[src/rtl/topk_pkg.sv]
// Shared definitions for the top-5 sort pipeline: entry layout, empty-slot marker,
// drain state encoding and the leading-valid-entry counter.
package topk_pkg;

  localparam int Data_Width  = 8;
  localparam int Index_Width = 16;
  localparam int K           = 5;
  localparam int W           = Index_Width + Data_Width;

  typedef logic [W-1:0] entry_t;
  typedef entry_t entry_arr_t [K];

  // Empty slot: index 0 with the most negative score.
  localparam entry_t MIN = entry_t'(2 ** (Data_Width - 1));

  typedef enum logic [1:0] {
    ST_IDLE  = 2'd0,
    ST_SEND  = 2'd1,
    ST_CLEAR = 2'd2
  } state_e;

  function automatic logic [Index_Width-1:0] entry_index(input entry_t e);
    return e[W-1:Data_Width];
  endfunction

  function automatic logic [Data_Width-1:0] entry_score(input entry_t e);
    return e[Data_Width-1:0];
  endfunction

  // Position of the first MIN slot (K when none); empty slots are always trailing.
  function automatic logic [2:0] count_valid(input entry_arr_t e);
    logic [2:0] c;
    c = 3'(K);
    for (int i = K - 1; i >= 0; i--) begin
      if (e[i] == MIN) c = 3'(i);
    end
    return c;
  endfunction

endpackage

[src/rtl/topk_drain_if.sv]
// Result stream of the drain. Handshake: a beat transfers on a cycle where res_valid
// and res_ready are both high; once raised, res_valid and payload hold until that cycle.
interface topk_drain_if;
  import topk_pkg::*;

  logic                   res_valid;
  logic                   res_ready;
  logic [Index_Width-1:0] res_index;
  logic [Data_Width-1:0]  res_data;
  logic [2:0]             res_rank;
  logic                   res_last;

  modport master (
    output res_valid, res_index, res_data, res_rank, res_last,
    input  res_ready
  );

  modport slave (
    input  res_valid, res_index, res_data, res_rank, res_last,
    output res_ready
  );

endinterface

[src/rtl/topk_drain.sv]
// Captures the final ranked entries of a sort pass, streams the non-empty ones best
// first, then pulses sorter_clr/done so the pipeline can start the next pass.
module topk_drain
  import topk_pkg::*;
(
  input  logic          sys_clk,
  input  logic          sys_rst,
  input  logic          sorter_valid,
  input  logic          last_sort_i,
  input  entry_t        sorter_out0,
  input  entry_t        sorter_out1,
  input  entry_t        sorter_out2,
  input  entry_t        sorter_out3,
  input  entry_t        sorter_out4,
  topk_drain_if.master  res,
  output logic          sorter_clr,
  output logic          done,
  output logic          empty,
  output logic          overrun,
  output state_e        dbg_state
);

  state_e     state_q, state_d;
  entry_arr_t cap_q, cap_d;
  entry_arr_t in_ent;
  logic [2:0] ptr_q, ptr_d;
  logic [2:0] cnt_q, cnt_d;
  logic       clr_q, clr_d;
  logic       empty_q, empty_d;
  logic       overrun_q, overrun_d;
  logic       capture_ev;
  logic       handshake;
  logic       at_last;

  assign in_ent     = '{sorter_out0, sorter_out1, sorter_out2, sorter_out3, sorter_out4};
  assign capture_ev = sorter_valid && last_sort_i;
  assign at_last    = (ptr_q == cnt_q - 3'd1);

  // res_valid comes straight from state so it never depends on res_ready.
  assign res.res_valid = (state_q == ST_SEND);
  assign handshake     = res.res_valid && res.res_ready;

  // Payload is gated so idle outputs read as zero rather than the MIN-filled store.
  assign res.res_index = res.res_valid ? entry_index(cap_q[ptr_q]) : '0;
  assign res.res_data  = res.res_valid ? entry_score(cap_q[ptr_q]) : '0;
  assign res.res_rank  = res.res_valid ? ptr_q : 3'd0;
  assign res.res_last  = res.res_valid && at_last;

  always_comb begin
    state_d   = state_q;
    cap_d     = cap_q;
    ptr_d     = ptr_q;
    cnt_d     = cnt_q;
    overrun_d = overrun_q | (capture_ev && (state_q != ST_IDLE));
    case (state_q)
      ST_IDLE: begin
        if (capture_ev) begin
          cap_d   = in_ent;
          cnt_d   = count_valid(in_ent);
          ptr_d   = 3'd0;
          state_d = (cnt_d != 3'd0) ? ST_SEND : ST_CLEAR;
        end
      end
      ST_SEND: begin
        if (handshake) begin
          if (at_last) begin
            ptr_d   = 3'd0;
            state_d = ST_CLEAR;
          end else begin
            ptr_d = ptr_q + 3'd1;
          end
        end
      end
      ST_CLEAR: state_d = ST_IDLE;
      default:  state_d = ST_IDLE;
    endcase
    clr_d   = (state_d == ST_CLEAR);
    empty_d = (state_d == ST_CLEAR) && (cnt_d == 3'd0);
  end

  always_ff @(posedge sys_clk) begin
    if (sys_rst) begin
      state_q   <= ST_IDLE;
      ptr_q     <= 3'd0;
      cnt_q     <= 3'd0;
      clr_q     <= 1'b0;
      empty_q   <= 1'b0;
      overrun_q <= 1'b0;
      for (int i = 0; i < K; i++) cap_q[i] <= MIN;
    end else begin
      state_q   <= state_d;
      ptr_q     <= ptr_d;
      cnt_q     <= cnt_d;
      clr_q     <= clr_d;
      empty_q   <= empty_d;
      overrun_q <= overrun_d;
      cap_q     <= cap_d;
    end
  end

  assign sorter_clr = clr_q;
  assign done       = clr_q;
  assign empty      = empty_q;
  assign overrun    = overrun_q;
  assign dbg_state  = state_q;

endmodule

[src/flat_wrapper.sv]
// flat-port wrapper written by rule: the top's interface ports become plain ports
module topk_drain_flat import topk_pkg::*;
  (sys_clk, sys_rst, sorter_valid, last_sort_i, sorter_out0, sorter_out1, sorter_out2, sorter_out3, sorter_out4, sorter_clr, done, empty, overrun, dbg_state, res_res_valid, res_res_index, res_res_data, res_res_rank, res_res_last, res_res_ready);
  topk_drain_if res_i ();
  input  logic sys_clk;
  input  logic sys_rst;
  input  logic sorter_valid;
  input  logic last_sort_i;
  input  entry_t sorter_out0;
  input  entry_t sorter_out1;
  input  entry_t sorter_out2;
  input  entry_t sorter_out3;
  input  entry_t sorter_out4;
  output logic sorter_clr;
  output logic done;
  output logic empty;
  output logic overrun;
  output state_e dbg_state;
  output wire logic [$bits(res_i.res_valid)-1:0] res_res_valid;
  output wire logic [$bits(res_i.res_index)-1:0] res_res_index;
  output wire logic [$bits(res_i.res_data)-1:0] res_res_data;
  output wire logic [$bits(res_i.res_rank)-1:0] res_res_rank;
  output wire logic [$bits(res_i.res_last)-1:0] res_res_last;
  input wire logic [$bits(res_i.res_ready)-1:0] res_res_ready;
  assign res_res_valid = res_i.res_valid;
  assign res_res_index = res_i.res_index;
  assign res_res_data = res_i.res_data;
  assign res_res_rank = res_i.res_rank;
  assign res_res_last = res_i.res_last;
  assign res_i.res_ready = res_res_ready;
  topk_drain u_core (.sys_clk(sys_clk), .sys_rst(sys_rst), .sorter_valid(sorter_valid), .last_sort_i(last_sort_i), .sorter_out0(sorter_out0), .sorter_out1(sorter_out1), .sorter_out2(sorter_out2), .sorter_out3(sorter_out3), .sorter_out4(sorter_out4), .res(res_i), .sorter_clr(sorter_clr), .done(done), .empty(empty), .overrun(overrun), .dbg_state(dbg_state));
endmodule
[config.mk]
export PLATFORM = sky130hd
export DESIGN_NAME = topk_drain_flat
export DESIGN_NICKNAME = d
export VERILOG_FILES = /design/src/rtl/topk_pkg.sv /design/src/rtl/topk_drain_if.sv /design/src/rtl/topk_drain.sv /design/src/flat_wrapper.sv
export SDC_FILE = /design/constraint.sdc
export NUM_CORES = 1
export LEC_CHECK = 0
export BUFFER_PORTS_ARGS = -buffer_cell sky130_fd_sc_hd__clkbuf_2
export CORE_MARGIN = 3
export CORE_UTILIZATION = 47
export DETAILED_ROUTE_END_ITERATION = 8
export PLACE_DENSITY_LB_ADDON = 0.08
export SYNTH_ARGS = -nofsm -noshare
export SYNTH_HDL_FRONTEND = slang
export SYNTH_SLANG_ARGS = --single-unit
[constraint.sdc]
create_clock -name sys_clk -period 1.6 [get_ports sys_clk]
set_input_delay 0.24 -clock sys_clk [delete_from_list [all_inputs] [get_ports sys_clk]]
set_output_delay 0.24 -clock sys_clk [all_outputs]
set_load 0.01 [all_outputs]
; ---- After elaboration in Yosys (flattened, before gate mapping)
; Index checks and enable logic that the tools add are counted.
[totals]
reg_bits = 131
latchBits = 0
ramBits = 0
mem_bits_ro = 0
in_bits = 125
out_inout_bits = 35
elab_cells = 62
mem_count = 0
[classes]
n_addsub = 2
mul = 0
div = 0
n_lt_le_gt_ge = 1
n_eq_ne = 10
n_shift = 0
n_mux = 24
bitwise_logic = 2
reduce_logical = 12
[op_table]
columns = op, count
row1 = "24-bit by 8-bit equality test with 1-bit output, second input constant", 5
row2 = 24-bit binary-select mux with 3-bit select, 1
row3 = 24-bit two-way mux, 2
row4 = 3-bit two-way mux, 12
row5 = 16-bit two-way mux, 1
row6 = 2-bit two-way mux, 4
row7 = 8-bit two-way mux, 1
row8 = 3-bit one-hot mux with 2 select lines, 1
row9 = 1-bit logical AND, 5
row10 = "4-bit greater-or-equal comparator, second input constant", 1
row11 = 3-bit inverter with 4-bit output, 1
row12 = 2-bit one-hot mux with 2 select lines, 1
row13 = 2-bit nonzero test, 2
row14 = "3-bit by 1-bit adder with 3-bit output, second input constant", 1
row15 = 3-bit equality test, 1
row16 = 3-bit logical NOT, 1
row17 = 3-bit AND reduction, 1
row18 = 3-bit nonzero test, 1
row19 = "3-bit by 1-bit subtractor with 3-bit output, second input constant", 1
row20 = "2-bit by 1-bit equality test with 1-bit output, second input constant", 1
row21 = "2-bit equality test, second input constant", 1
row22 = 2-bit logical NOT, 1
row23 = "2-bit by 1-bit inequality test with 1-bit output, second input constant", 1
row24 = "2-bit inequality test, second input constant", 1
row25 = other kinds (3), 3

; ---- Depth between registers and ports, before layout
[logic_depth]
ltp_word = 14
depth_mapped = 8
depth_no_buf = 8

; ---- Worst setup path before layout
; No wires, ideal clock.
[synth_timing]
path_kind = register to output
from = reg u_core.ptr_q[0]
to = out res_res_index[5]
t_arrival_ns = 1.445
required_time_ns = 1.360
path_slack_ns = -0.085
stages_incl_launch_ff = 6
path_buffers = 2
cell_sequence = dfxtp_1 > buf_6 > buf_4 > mux4_2 > a22oi_1 > nor2_1
[synth_via]
elab_chain_len = 5
[synth_lines]
columns = item, line
row1 = "start, declared", topk_drain.sv:26  ; logic [2:0] ptr_q, ptr_d;
row2 = "start signal, assigned", topk_drain.sv:92  ; ptr_q <= ptr_d;
row3 = 3-bit inverter with 4-bit output (implied by the code), topk_drain.sv:44  ; assign res.res_index = res.res_valid ? entry_index(cap_q[ptr_q]) : '0;
row4 = 24-bit binary-select mux with 3-bit select, topk_drain.sv:44
row5 = 24-bit two-way mux (implied by the code) (2 in series), topk_drain.sv:44
row6 = 16-bit two-way mux, topk_drain.sv:44
row7 = "end, declared", flat_wrapper.sv:20  ; output wire logic [$bits(res_i.res_index)-1:0] res_res_index;
; Every way passes these cells. The select of a mux whose other input is x is not followed.

; ---- Final worst setup path
[layout_timing]
from = reg u_core.ptr_q[0]
to = out res_res_index[8]
; The elaborated chain is that of the path after synthesis.

==> impl_metrics.tcl <==
set metrics [dict create \
    path_cells "buf_12 > mux4_2 > a22oi_2 > nor2_1 > clkbuf_2" \
    hold_path_class "in2reg" \
    ant_nets 0 \
    period_share_pct 135.6 \
    vias 6029 \
    synth_warnings 0 \
    cap_violations 0 \
    cts-buffers-inserted 17 \
    antenna_cells 0 \
    grt_usage_pct 26.34 \
    leakage_nw 3.267 \
    clk_latency_ps 410 \
    drc 0 \
    cp-start-kind "flip-flop" \
    clock-sinks 131 \
    fp.dieH_um 117.5 \
    clkTransAtPathRegs_ps 50 \
    cp_num_buf_inv 2 \
    cts_buffer_depth 2 \
    nets 1047 \
    min_period_ps 2170 \
    multi_input_area_um2 3194 \
    crit_fanout 6 \
    synth_ff_type "dfxtp_1" \
    rows 40 \
    cts_tree "done" \
    core_area_um2 12060 \
    synth_edf_count 0 \
    cpLargestDelayFamily "multiplexers" \
    wl_um 19070 \
    dpl_worst_slack_ps -270.8 \
    fillers 990 \
    seq_power_share_pct 43.7 \
    worst_slack_ps -570.0 \
    grt_pass1_vias 5585 \
    wl_per_cell_um 17.34 \
    clock_skew_ps 8.933 \
    status "complete, but fails checks" \
    htreeDepth 4 \
    end_kind "output port" \
    fp.dieW_um 117.5 \
    pin_count 160 \
    worstMarginPinSlew_ps 724.0 \
    arrival_ps 1930 \
    syn_nets 844 \
    syn_area_um2 5846 \
    start_util_pct 48.46 \
    crit_required_ps 1360 \
    globalRouteOverflowTotal 0 \
    swShare_pct 24.70 \
    synthCells 717 \
    p_int_w 0.006059 \
    synth.avg_cell_area_um2 8.153 \
    drt-vias-per-instance 5.481 \
    finalNonFillerCells 1100 \
    drtIter0Drc 576 \
    path_class "reg2out" \
    drv_slew 0 \
    postCtsHoldBufs 0 \
    finalHoldViolations 0 \
    ys_types 37 \
    die-area_um2 13810 \
    violations "setup timing" \
    p_per_area_nw_per_um2 977.8 \
    port_buffers 159 \
    antenna_found_initial 0 \
    power_frac_clock_pct 43.5 \
    slowest_stage "mux4_2" \
    area_delta_synth_final_pct 40.77 \
    max_clock_freq_mhz 460.8 \
    critPathMaxStageDelay_ps 570 \
    grt_max_degree 55 \
    drive_above_1_share_pct 37.12 \
    whs_ps 53.65 \
    hpwl_um 13480 \
    dr.pass1.iters 5 \
    globalplace.congestion 0.8572 \
    setup_viol 31 \
    dpl.cell_count 1058 \
    yosysSeqAreaShare_pct 44.86 \
    cts_root_buf "clkbuf_16" \
    async_flop_share_pct 0 \
    power_frac_comb_pct 12.8 \
    p_sw_w 0.001987 \
    final-seq-area_um2 2638 \
    grt_pass1_wl_um 29030 \
    relSlewSlack_pct 51.29 \
    rsz0062_at_grt "true" \
    synth-seq-cells 131 \
    peakVddDrop_mv 0.8017 \
]
==> cells in the mapped netlist, types with 2 or more instances <==
library cell,number,share of area (%)
nor2_1,35,2.2
dfxtp_1,131,45
a21oi_1,122,10
nand3b_1,6,0.77
buf_1,2,0.13
and2_1,2,0.21
and4_1,2,0.30
nor4b_1,5,0.75
o21ai_0,2,0.17
a22oi_1,24,3.1
nor4_1,28,3.0
buf_2,18,1.5
xnor2_2,2,0.56
nor3_4,2,0.56
nor3_2,3,0.51
inv_1,4,0.26
clkbuf_1,29,1.9
nand3_1,3,0.26
nand2_1,247,16
xnor2_1,2,0.30
nor3_1,3,0.26
mux4_2,24,9.2
ha_1,2,0.43
buf_4,4,0.51
nand4_1,3,0.32
==> logic make-up (layout without fill, tap and decap cells) <==
| logic type | count (synthesis) | after routing | share of synthesized area [%] |
|---|---|---|---|
| buffers and inverters | 60 | 275 | 4.623 |
| AO/OA/AOI/OAI | 152 | 152 | 14.28 |
| adder cells (fa/ha/maj) | 2 | 2 | 0.4280 |
| AND/OR/NAND/NOR | 343 | 343 | 25.54 |
| multiplexers | 25 | 25 | 9.418 |
| flip-flops | 131 | 131 | 44.86 |
| XOR/XNOR | 4 | 4 | 0.8562 |
==> power by group through the flow <==
stage	registers, W	logic [W]	clock network, W
finish	0.00351	0.00103	0.00350
detailed placement	0.00357	0.000939	0
global placement	0.00357	0.000926	0
CTS	0.00351	0.000983	0.00353
floorplan	0.00354	0.000488	0
global route	0.00352	0.00112	0.00370
==> per-layer routing <==
layer | vias to the layer above | wire (um) | GRT usage (%) | part of all wire [%]
met4 | 0 | 337 | 8.864 | 1.8
met2 | 246 | 8881 | 39.92 | 47
met3 | 18 | 1469 | 6.199 | 7.7
li1 | 2886 | - | - | -
met1 | 2879 | 8380 | 37.26 | 44
met5 | - | 0 | 0 | 0
==> flip-flops by register name, summed over array words and instances, names as in the netlist <==
| name | count |
|---|---|
| u_core.cnt_q | 3 |
| u_core.done | 1 |
| u_core.empty | 1 |
| u_core.ptr_q | 3 |
| u_core.overrun | 1 |
| u_core.cap_q | 120 |
| u_core.dbg_state | 2 |
==> path summary, 6_finish.rpt <==
kind	depth (start not counted)	to	slack, ps	start
worst max-delay path	5	res_res_index[8]	-570	u_core.ptr_q[0]
worst min-delay path	3	u_core.cap_q[39]	50	sorter_out3[15]
worst max register to register	10	u_core.ptr_q[0]	-130	u_core.cnt_q[0]
worst min register to register	2	u_core.cap_q[59]	450	u_core.cap_q[59]
==> layout by cell type (no fill, tap or decap), drive strengths merged, types with 2 or more instances in the layout <==
cell / n
a21oi: 123
nor3: 8
clkinv: 5
nor4: 28
clkbuf: 180
inv: 6
and4: 2
nand4: 3
xnor2: 4
ha: 2
dfxtp: 131
nand3: 4
o21ai: 2
mux4: 24
and2: 2
nor4b: 5
nand3b: 6
buf: 84
nand2: 247
nor2: 35
a22oi: 24
==> repair_timing <==
| item | 4_1_cts | 5_1_grt |
|---|---|---|
| gates cloned | 0 | 4 |
| resized for setup | 37 | 42 |
| pin swaps | 5 | 16 |
| setup endpoints to repair | 34 | 34 |
| setup buffers | 3 | 6 |
==> cell type report <==
cell class                      instances  area share [%]
Inverter                                6          0.3345
Timing Repair Buffer                  238           19.75
Tap cell                              168           2.554
Clock buffer                           26           6.188
Multi-Input combinational cell        526           38.82
Clock inverter                          5          0.3041
Sequential cell                       131           32.05
==> worst min-delay path: stages <==
cell and delay (ps):
clkbuf_2 90, nand2_1 50, a21oi_1 50
==> per-stage QoR <==
stage,setup TNS [ps],util (%),cell area [um2],power (W)
2_1_floorplan,-19.34,-,5882,0.004032
3_3_place_gp,-3064,60.19,7259,0.004491
3_5_place_dp,-3522,60.19,7259,0.004511
4_1_cts,-12460,66.11,7974,0.008024
5_1_grt,-15380,68.23,8229,0.008348
6_report,-13340,68.23,8229,0.008047
Note: power is estimated with default switching activity, not from simulation.
